File: config.mk
export PLATFORM = sky130hd
export DESIGN_NAME = bp_fe_ras
export DESIGN_NICKNAME = d
export VERILOG_FILES = /design/src/rtl/bp_fe_ras.sv
export SDC_FILE = /design/constraint.sdc
export NUM_CORES = 1
export LEC_CHECK = 0
export ABC_CLOCK_PERIOD_IN_PS = 5800
export BUFFER_PORTS_ARGS = -buffer_cell sky130_fd_sc_hd__buf_2
export CORE_ASPECT_RATIO = 1.1
export CORE_MARGIN = 2
export CORE_UTILIZATION = 45
export DETAILED_ROUTE_END_ITERATION = 16
export GPL_TIMING_DRIVEN = 0
export PLACE_DENSITY_LB_ADDON = 0.1
export SKIP_LAST_GASP = 1
export SLEW_MARGIN = 20
export SYNTH_ARGS = -nofsm -noshare
export SYNTH_HDL_FRONTEND = slang
export SYNTH_SLANG_ARGS = --single-unit
File: constraint.sdc
create_clock -name clk_i -period 5.8 [get_ports clk_i]
set_input_delay 0.87 -clock clk_i [delete_from_list [all_inputs] [get_ports clk_i]]
set_output_delay 0.87 -clock clk_i [all_outputs]
set_load 0.03 [all_outputs]
File: src/rtl/bp_fe_ras.sv
// bp_fe_ras: circular return address stack with one-cycle checkpoint restore
module bp_fe_ras #(
  parameter int vaddr_width_p = 39,
  parameter int ras_els_p = 8,
  parameter int ptr_width = $clog2(ras_els_p),
  parameter int ckpt_width_p = 2*ptr_width+1
) (
  input  logic clk_i,
  input  logic reset_n_i,
  input  logic push_v_i,
  input  logic [vaddr_width_p-1:0] push_addr_i,
  input  logic pop_v_i,
  output logic [vaddr_width_p-1:0] top_addr_o,
  output logic top_v_o,
  output logic [ckpt_width_p-1:0] ckpt_o,
  input  logic restore_v_i,
  input  logic [ckpt_width_p-1:0] restore_ckpt_i,
  output logic overflow_o,
  output logic underflow_o
);
  localparam logic [ptr_width:0] full_lp = (ptr_width+1)'(ras_els_p);
  logic [vaddr_width_p-1:0] mem [ras_els_p];
  logic [ptr_width-1:0] tos_r, tos_inc, tos_dec;
  logic [ptr_width:0] count_r;
  logic overflow_r, underflow_r;
  assign tos_inc = tos_r + 1'b1;
  assign tos_dec = tos_r - 1'b1;
  // restore beats push/pop; push+pop on a live stack replaces the top in place
  always_ff @(posedge clk_i) begin
    if (!reset_n_i) begin
      tos_r <= '1;
      count_r <= '0;
      mem <= '{default: '0};
      overflow_r <= 1'b0;
      underflow_r <= 1'b0;
    end else begin
      overflow_r <= 1'b0;
      underflow_r <= 1'b0;
      if (restore_v_i)
        {count_r, tos_r} <= restore_ckpt_i;
      else if (push_v_i && pop_v_i && count_r != '0)
        mem[tos_r] <= push_addr_i;
      else if (push_v_i) begin
        tos_r <= tos_inc;
        mem[tos_inc] <= push_addr_i;
        if (count_r == full_lp)
          overflow_r <= 1'b1;
        else
          count_r <= count_r + 1'b1;
      end else if (pop_v_i) begin
        if (count_r != '0) begin
          tos_r <= tos_dec;
          count_r <= count_r - 1'b1;
        end else
          underflow_r <= 1'b1;
      end
    end
  end
  assign top_addr_o = mem[tos_r];
  assign top_v_o = |count_r;
  assign ckpt_o = {count_r, tos_r};
  assign overflow_o = overflow_r;
  assign underflow_o = underflow_r;
endmodule

After elaboration in Yosys (flattened, before gate mapping) --
Index checks and enable logic that the tools add are counted. Widths: inputs -> output; s select.
Cells by class: muxes and demuxes 24, bitwise gates (word level) 6, equality and inequality tests 3, $add $sub $neg 4, magnitude comparators 4, reduce and logical (&&, ||, !) cells 14
Operator list (number):
- $bwmux 312 | 2
- $mux 312 | 2
- $demux 39 s3 | 2
- $mux 39 | 4
- $bmux 39 s3 | 1
- $mux 4 | 6
- $mux 3 | 5
- $ge 4x4->1 const B | 2
- $lt 4x1->1 const B | 2
- $not 3->4 | 2
- $reduce_or 4->1 | 2
- $reduce_bool 3->1 | 2
- $reduce_or 5->1 | 1
- $add 4x1->4 const B | 1
- $eq 4x4->1 const B | 1
- $logic_and 1x1->1 | 4
- $not 1->1 | 4
- $reduce_and 4->1 | 1
- $reduce_bool 4->1 | 1
- $sub 4x1->4 const B | 1
- $add 3x1->3 const B | 1
- $ne 3x3->1 const B | 1
- $reduce_and 3->1 | 1
- $sub 3x1->3 const B | 1
- 4 further kinds | 5
Storage, ports and cells: bits of input ports 51, register bits after elaboration 321, word-level logic and storage cells 67, output and inout bits 49

Depth between registers and ports, before layout --
Gate-level depths: netlist (run 1).
depth after elaboration 9, gate-level depth with buffers 10, depth with buffers taken out 6

Worst setup path after synthesis (run 1) --
No wires, ideal clock.
path type reg-to-output, from register tos_r[0], to output port top_addr_o[18], required time 4930 ps, cell stages (with the launch flop) 7, data arrival time 2554 ps, path slack 2376 ps, cell sequence dfxtp_1 > clkbuf_1 > buf_2 > buf_2 > clkbuf_1 > nor2_1 > o21ai_0
On the way: cells in the longest elaborated chain, start to end 4
RTL lines:
- start, declared | RTL line 23 | logic [ptr_width-1:0] tos_r, tos_inc, tos_dec;
- start signal, assigned | RTL line 40 | {count_r, tos_r} <= restore_ckpt_i;
- start signal, assigned | RTL line 44 | tos_r <= tos_inc;
- start signal, assigned | RTL line 52 | tos_r <= tos_dec;
- $not 3->4 (implied by the code) | RTL line 59 | assign top_addr_o = mem[tos_r];
- $bmux 39 s3 | RTL line 59
- $mux 39 (implied by the code) (2 in series) | RTL line 59
- end, declared | RTL line 13 | output logic [vaddr_width_p-1:0] top_addr_o,
No other way between the ends. The select of a mux whose other input is x is not followed.

Worst setup path in the final report (run 1) --
from register tos_r[2], to output port top_addr_o[34]
The elaborated chain is that of the path after synthesis.

==> impl_metrics.json, run 1 <==
{
  "vias_per_cell": 5.86,
  "ir_drop_v": 0.000180,
  "holdWs_ns": 0.457,
  "min_period_ns": 5.48,
  "clock_sinks": 321,
  "ys_top_cells_by_area": "dfxtp_1 (45%), mux2i_1 (24%), nand2_1 (10%)",
  "ant_nets": 0,
  "critPathLaunchType": "register",
  "drt_iter0_markers": 1005,
  "synth_common_cells": "nand2_1 (382), mux2i_1 (342), dfxtp_1 (321), clkbuf_1 (69), nor2_1 (41)",
  "worst-path-max-fanout": 10,
  "die_y_um": 190,
  "die-area_sq_um": 32800,
  "clockBufferDepth": 3,
  "p_leak_uw": 0.00813,
  "synthesis.nets": 1502,
  "setup_viol": 0,
  "grt_overflow": 0,
  "routed.top_layer": "met4",
  "post-route-period-util_pct": 94.5,
  "die_w_um": 173,
  "synth-edff-count": 0,
  "place_area_sq_um": 15200,
  "grt_pass1_wl_um": 76100,
  "hold_viol_final": 0,
  "grt_pass1_vias": 11700,
  "worstMarginPinSlew_ns": 1.18,
  "ys_warn_count": 0,
  "nets": 1639,
  "design_area_sq_um": 16300,
  "ys.flop_type": "dfxtp_1",
  "ys_ff_latch": 321,
  "dp_hpwl_um": 33500,
  "post_cts_buffers": 0,
  "cts.clk_slew.worst_paths_ns": 0.06,
  "post-synth-top-count-cell": "nand2_1",
  "numCtsBuffers": 36,
  "end_kind": "primary output",
  "wl_per_cell_um": 25.8,
  "remaining_drc_errors": 0,
  "avgSynthCellArea_sq_um": 9.77,
  "postSynth.asyncResetShare_pct": 0,
  "slew_headroom_pct": 21.4,
  "crit_type": "register to primary output",
  "antenna_found_initial": 0,
  "synth.cell_area_sq_um": 14100,
  "via_count": 11900,
  "coreArea_sq_um": 31100,
  "syn_inst": 1446,
  "initial_core_util_pct": 45.4,
  "required_ns": 4.93,
  "max_cap_viol_count": 0,
  "synth_top_cell_area_share_pct": 45.5,
  "drt-met1-wl_um": 22000,
  "post-route-util_pct": 52.4,
  "grt_use_total_pct": 31.3,
  "yosysTopAreaCell": "dfxtp_1",
  "status": "completed",
  "nFillCells": 2965,
  "skew_ns": 0.0238,
  "drive_above_1_share_pct": 14.7,
  "gp_congestion": 0.865,
  "numPortBuffers": 97,
  "power.share.clock_pct": 41.6,
  "hold_buffers": 0,
  "p_seq_share_pct": 42.6,
  "clock_latency_ns": 0.53,
  "rsz0062_at_grt": "no",
  "wl_met2_um": 23700,
  "hold_class": "register to register",
  "p_int_uw": 3870,
  "syn_to_final_growth_pct": 15.5,
  "h-tree-depth": 2,
  "arrival_ns": 4.61,
  "cts_root_buf": "clkbuf_16",
  "setup_tns_ns": 0,
  "grt_start_max_net_pins": 13,
  "power_frac_comb_pct": 15.8,
  "io_pins": 100,
  "yosysSeqAreaShare_pct": 45.5,
  "drtPass1Iterations": 5,
  "ys_types": 53,
  "power.density_nw_per_um2": 334,
  "cts.repair.resized": 0,
  "wirelength_um": 52200,
  "p_sw_share_pct": 29.2,
  "fp-row-count": 68,
  "switchingPower_uw": 1590,
  "drv_slew": 0,
  "fmax_mhz": 182,
  "tritoncts": "done",
  "wl_met3_um": 4160
}
[worst paths after layout]
check / startpoint / to / slack, ns / cells past startpoint
worst max register to register: tos_r[0] / mem[235] / 1.44 / 10
worst max-delay path: tos_r[2] / top_addr_o[34] / 0.32 / 7
worst min register to register: mem[296] / mem[296] / 0.46 / 2
worst min-delay path: mem[296] / mem[296] / 0.46 / 2
[cell type report]
cell class,instances,area [sq um],share of cell area (%)
flip-flops and latches,321,6430,39.4
well taps,420,526,3.22
inverters,5,18.8,0.115
clock inverters,6,80.1,0.491
diodes,1,2.50,0.0153
clock buffers,52,1060,6.51
plain buffers,110,527,3.23
multi-input cells,1010,7180,44.0
repair buffers,99,504,3.09
[per-layer routing]
layer / GRT usage [%] / vias to the layer above
met4: 13.5 / 0
met3: 6.27 / 124
li1: - / 5372
met1: 40.8 / 5827
met2: 50.7 / 542
met5: 0 / -
[power by group through the flow]
stage | combinational (uW) | clock (uW) | sequential, uW
3_5_place_dp | 841 | 0 | 2370
6_report | 861 | 2270 | 2320
3_3_place_gp | 832 | 0 | 2370
5_1_grt | 886 | 2370 | 2330
4_1_cts | 843 | 2270 | 2320
2_1_floorplan | 483 | 0 | 2370
[cells in the final DEF (no fill, tap or decap), types with 6 or more instances in the layout]
cell type,Yosys,final
a2111oi_0,7,7
a21oi_1,19,19
a221oi_1,34,34
a22oi_1,35,35
a31oi_1,9,9
buf_2,24,121
buf_4,5,6
buf_6,8,9
clkbuf_1,69,72
clkbuf_16,0,37
clkbuf_8,0,8
dfxtp_1,321,321
mux2_2,26,26
mux2i_1,342,342
mux4_2,13,13
nand2_1,382,382
nand2b_1,6,6
nor2_1,41,40
o21ai_0,12,12
o221ai_1,12,12
o22ai_1,6,6
[worst max-delay path, cell delays in order (launching register included)]
cell and delay [ns]:
dfxtp_1 0.48, clkbuf_1 0.43, buf_1 0.78, nor2b_1 0.67, clkbuf_1 0.89, a22oi_1 0.16
o221ai_1 0.37, buf_2 0.27
[sequential cells by signal, summed over array words and instances (netlist names)]
register     flops
tos_r            3
overflow_o       1
count_r          4
mem            312
underflow_o      1
[metrics by stage]
stage                     total power, uW  cells  setup WS, ns
after CTS                            5440   2023         0.473
after detailed placement             3210   1965          1.02
after global placement               3200   1963         0.930
after floorplan                      2850   1446          2.38
after global routing                 5590   2023         0.420
final                                5460   2024         0.319
[kinds of logic after synthesis]
| kind of cell | share of synthesized area, % |
|---|---|
| adders and majority gates | 0.496 |
| and+or+nand+nor | 12.4 |
| DFF | 45.5 |
| muxes | 28.4 |
| xor gates and xnor gates | 0.496 |
| AOI/OAI and AO/OA | 8.95 |
| buffers and inverters | 3.82 |
No activity file was read; power rests on OpenSTA's default activity.
==> run 2, diff against run 1 <==
--- a/config.mk
+++ b/config.mk
@@ -5,10 +5,10 @@
 export SDC_FILE = /design/constraint.sdc
 export NUM_CORES = 1
 export LEC_CHECK = 0
+export ABC_AREA = 0
 export ABC_CLOCK_PERIOD_IN_PS = 5800
 export BUFFER_PORTS_ARGS = -buffer_cell sky130_fd_sc_hd__buf_2
 export CORE_ASPECT_RATIO = 1.1
-export CORE_MARGIN = 2
 export CORE_UTILIZATION = 45
 export DETAILED_ROUTE_END_ITERATION = 16
 export GPL_TIMING_DRIVEN = 0
==> run 2 against run 1 <==
Net effect: the run now ends with setup timing left; worst hold slack improved by 0.00062 ns; clock power is 5% higher; non-clock buffer count up 1; sequential cell count stayed put; first-iteration DRC count is 11% higher; die area decreased by 2.2%; power up 1.9%; critical endpoint is now top_addr_o[20]; largest power group is now the clock network; highest routed layer unchanged.
==> impl_metrics.json, run 2 (synthesis gave the netlist of run 1 again) <==
{
  "status": "complete, but fails checks",
  "violations": "setup timing",
  "grt_pass1_wl_um": 75200,
  "fp-row-count": 67,
  "min_period_ns": 5.82,
  "hold_buffers": 0,
  "whs_path_depth": 2,
  "tritoncts": "done",
  "r2r-end": "mem[269]",
  "grt_use_total_pct": 32.2,
  "post_cts_buffers": 0,
  "hold_viol_final": 0,
  "setup_ws_ns": -0.0153,
  "slew_headroom_pct": 17.8,
  "critPathLaunchType": "register",
  "ir_drop_v": 0.000218,
  "die-area_sq_um": 32100,
  "wl_per_cell_um": 25.6,
  "drv_slew": 0,
  "nFillCells": 2905,
  "max_cap_viol_count": 0,
  "drive_above_1_share_pct": 15.0,
  "power.density_nw_per_um2": 339,
  "diodes": 0,
  "worstMarginPinSlew_ns": 1.23,
  "holdWs_ns": 0.458,
  "crit_path_cell_trace": "clkbuf_1 > buf_1 > clkbuf_1 > clkbuf_1 > nand2_1 > o2111ai_1 > buf_2",
  "syn_to_final_growth_pct": 16.0,
  "post-route-util_pct": 53.4,
  "die_y_um": 188,
  "regToRegSetupSlack_ns": 1.27,
  "whs_endpoint": "mem[231]",
  "hold_class": "register to register",
  "reg_top3": "mem: 312 flops, count_r: 4 flops, tos_r: 3 flops",
  "clockBufferDepth": 3,
  "grt_pass1_vias": 11400,
  "required_ns": 4.93,
  "antenna_found_initial": 0,
  "min_from": "mem[231]",
  "place_area_sq_um": 15200,
  "largest-register": "mem",
  "grt_start_max_net_pins": 14,
  "setup_viol": 1,
  "nets": 1639,
  "worstReg2RegStart": "tos_r[0]",
  "crit_type": "register to primary output",
  "fmax_mhz": 172,
  "remaining_drc_errors": 0,
  "crit_top_cell": "clkbuf_1",
  "post-route-period-util_pct": 100,
  "numCtsBuffers": 35,
  "cts.clk_slew.worst_paths_ns": 0.06,
  "mostFrequentLayoutCell": "nand2_1",
  "numPortBuffers": 97,
  "dp_hpwl_um": 33200,
  "skew_ns": 0.0133,
  "p_leak_uw": 0.00817,
  "h-tree-depth": 2,
  "wirelength_um": 51800,
  "io_pins": 100,
  "via_count": 11900,
  "initial_core_util_pct": 46.1,
  "gp_congestion": 0.870,
  "arrival_ns": 4.95,
  "drtPass1Iterations": 5,
  "design_area_sq_um": 16400,
  "grt_overflow": 0,
  "drt_iter0_markers": 1119,
  "end_kind": "primary output",
  "r2r_cells": 10,
  "crit_slowest_cell": "clkbuf_1",
  "cts.repair.resized": 0,
  "ant_nets": 0,
  "cts_root_buf": "clkbuf_16",
  "largest_reg_flops": 312,
  "worst-path-max-fanout": 10,
  "coreArea_sq_um": 30700,
  "place_ws_ns": 0.871,
  "clock_latency_ns": 0.52,
  "rsz0062_at_grt": "no",
  "die_w_um": 171,
  "clock_sinks": 321,
  "vias_per_cell": 5.88,
  "final_cell_mix": "nand2_1 (382), mux2i_1 (342), dfxtp_1 (321), buf_2 (122), clkbuf_1 (71)",
  "slowest_delay_ns": 0.98
}
## run 2: cell count changes in the layout (fill, tap and decap cells not counted), sizes merged
| cell | change |
|---|---|
| clkinv | +3 |
| bufinv | +2 |
| diode | -1 |
| buf | +1 |
| clkbuf | -2 |
## run 2: metal layers
layer  GRT usage [%]  up-vias  part of all wire, %
met3            5.49      115                  7.7
met4            12.5        0                  3.5
met2            51.4      562                   46
met1            43.2     5824                   43
met5               0        -                    0
li1                -     5384                    -
## run 2: report_power, final
| group | switching (uW) | total (uW) | internal, uW |
|---|---|---|---|
| clock network | 927 | 2380 | 1450 |
| logic | 619 | 857 | 238 |
| registers | 46.8 | 2320 | 2280 |
## run 2: through the flow
step | cells | power, uW | setup TNS (ns)
after global routing | 2021 | 5710 | 0
after detailed placement | 1960 | 3210 | 0
final | 2021 | 5560 | -0.0153
after floorplan | 1446 | 2850 | 0
after CTS | 2021 | 5560 | 0
after global placement | 1957 | 3200 | 0
## run 2: area by class of cell
| cell class | count | area [sq um] | share of cell area (%) |
|---|---|---|---|
| clock inverter | 11 | 159 | 0.969 |
| clock buffer | 50 | 1060 | 6.49 |
| buffer | 110 | 526 | 3.20 |
| multi-input combinational | 1010 | 7180 | 43.8 |
| sequential | 321 | 6430 | 39.2 |
| timing repair buffer | 100 | 508 | 3.10 |
| inverter | 5 | 18.8 | 0.114 |
| tap | 414 | 518 | 3.16 |
## run 2: worst max-delay path: cells and delay by family, from the launching register on
kind | cells | cell delay [ns]
buffers and inverters | 5 | 3.53
DFF | 1 | 0.46
AOI/OAI and AO/OA | 1 | 0.27
and+or+nand+nor | 1 | 0.14
## run 2: worst max path at each step
stage,startpoint,endpoint,slack [ns]
6_report,tos_r[2],top_addr_o[20],-0.02
5_1_grt,tos_r[2],top_addr_o[20],0.14
4_1_cts,tos_r[2],top_addr_o[20],0.32
3_5_place_dp,tos_r[2],top_addr_o[20],0.87
3_3_place_gp,tos_r[2],top_addr_o[20],0.85
2_1_floorplan,tos_r[0],top_addr_o[18],2.38
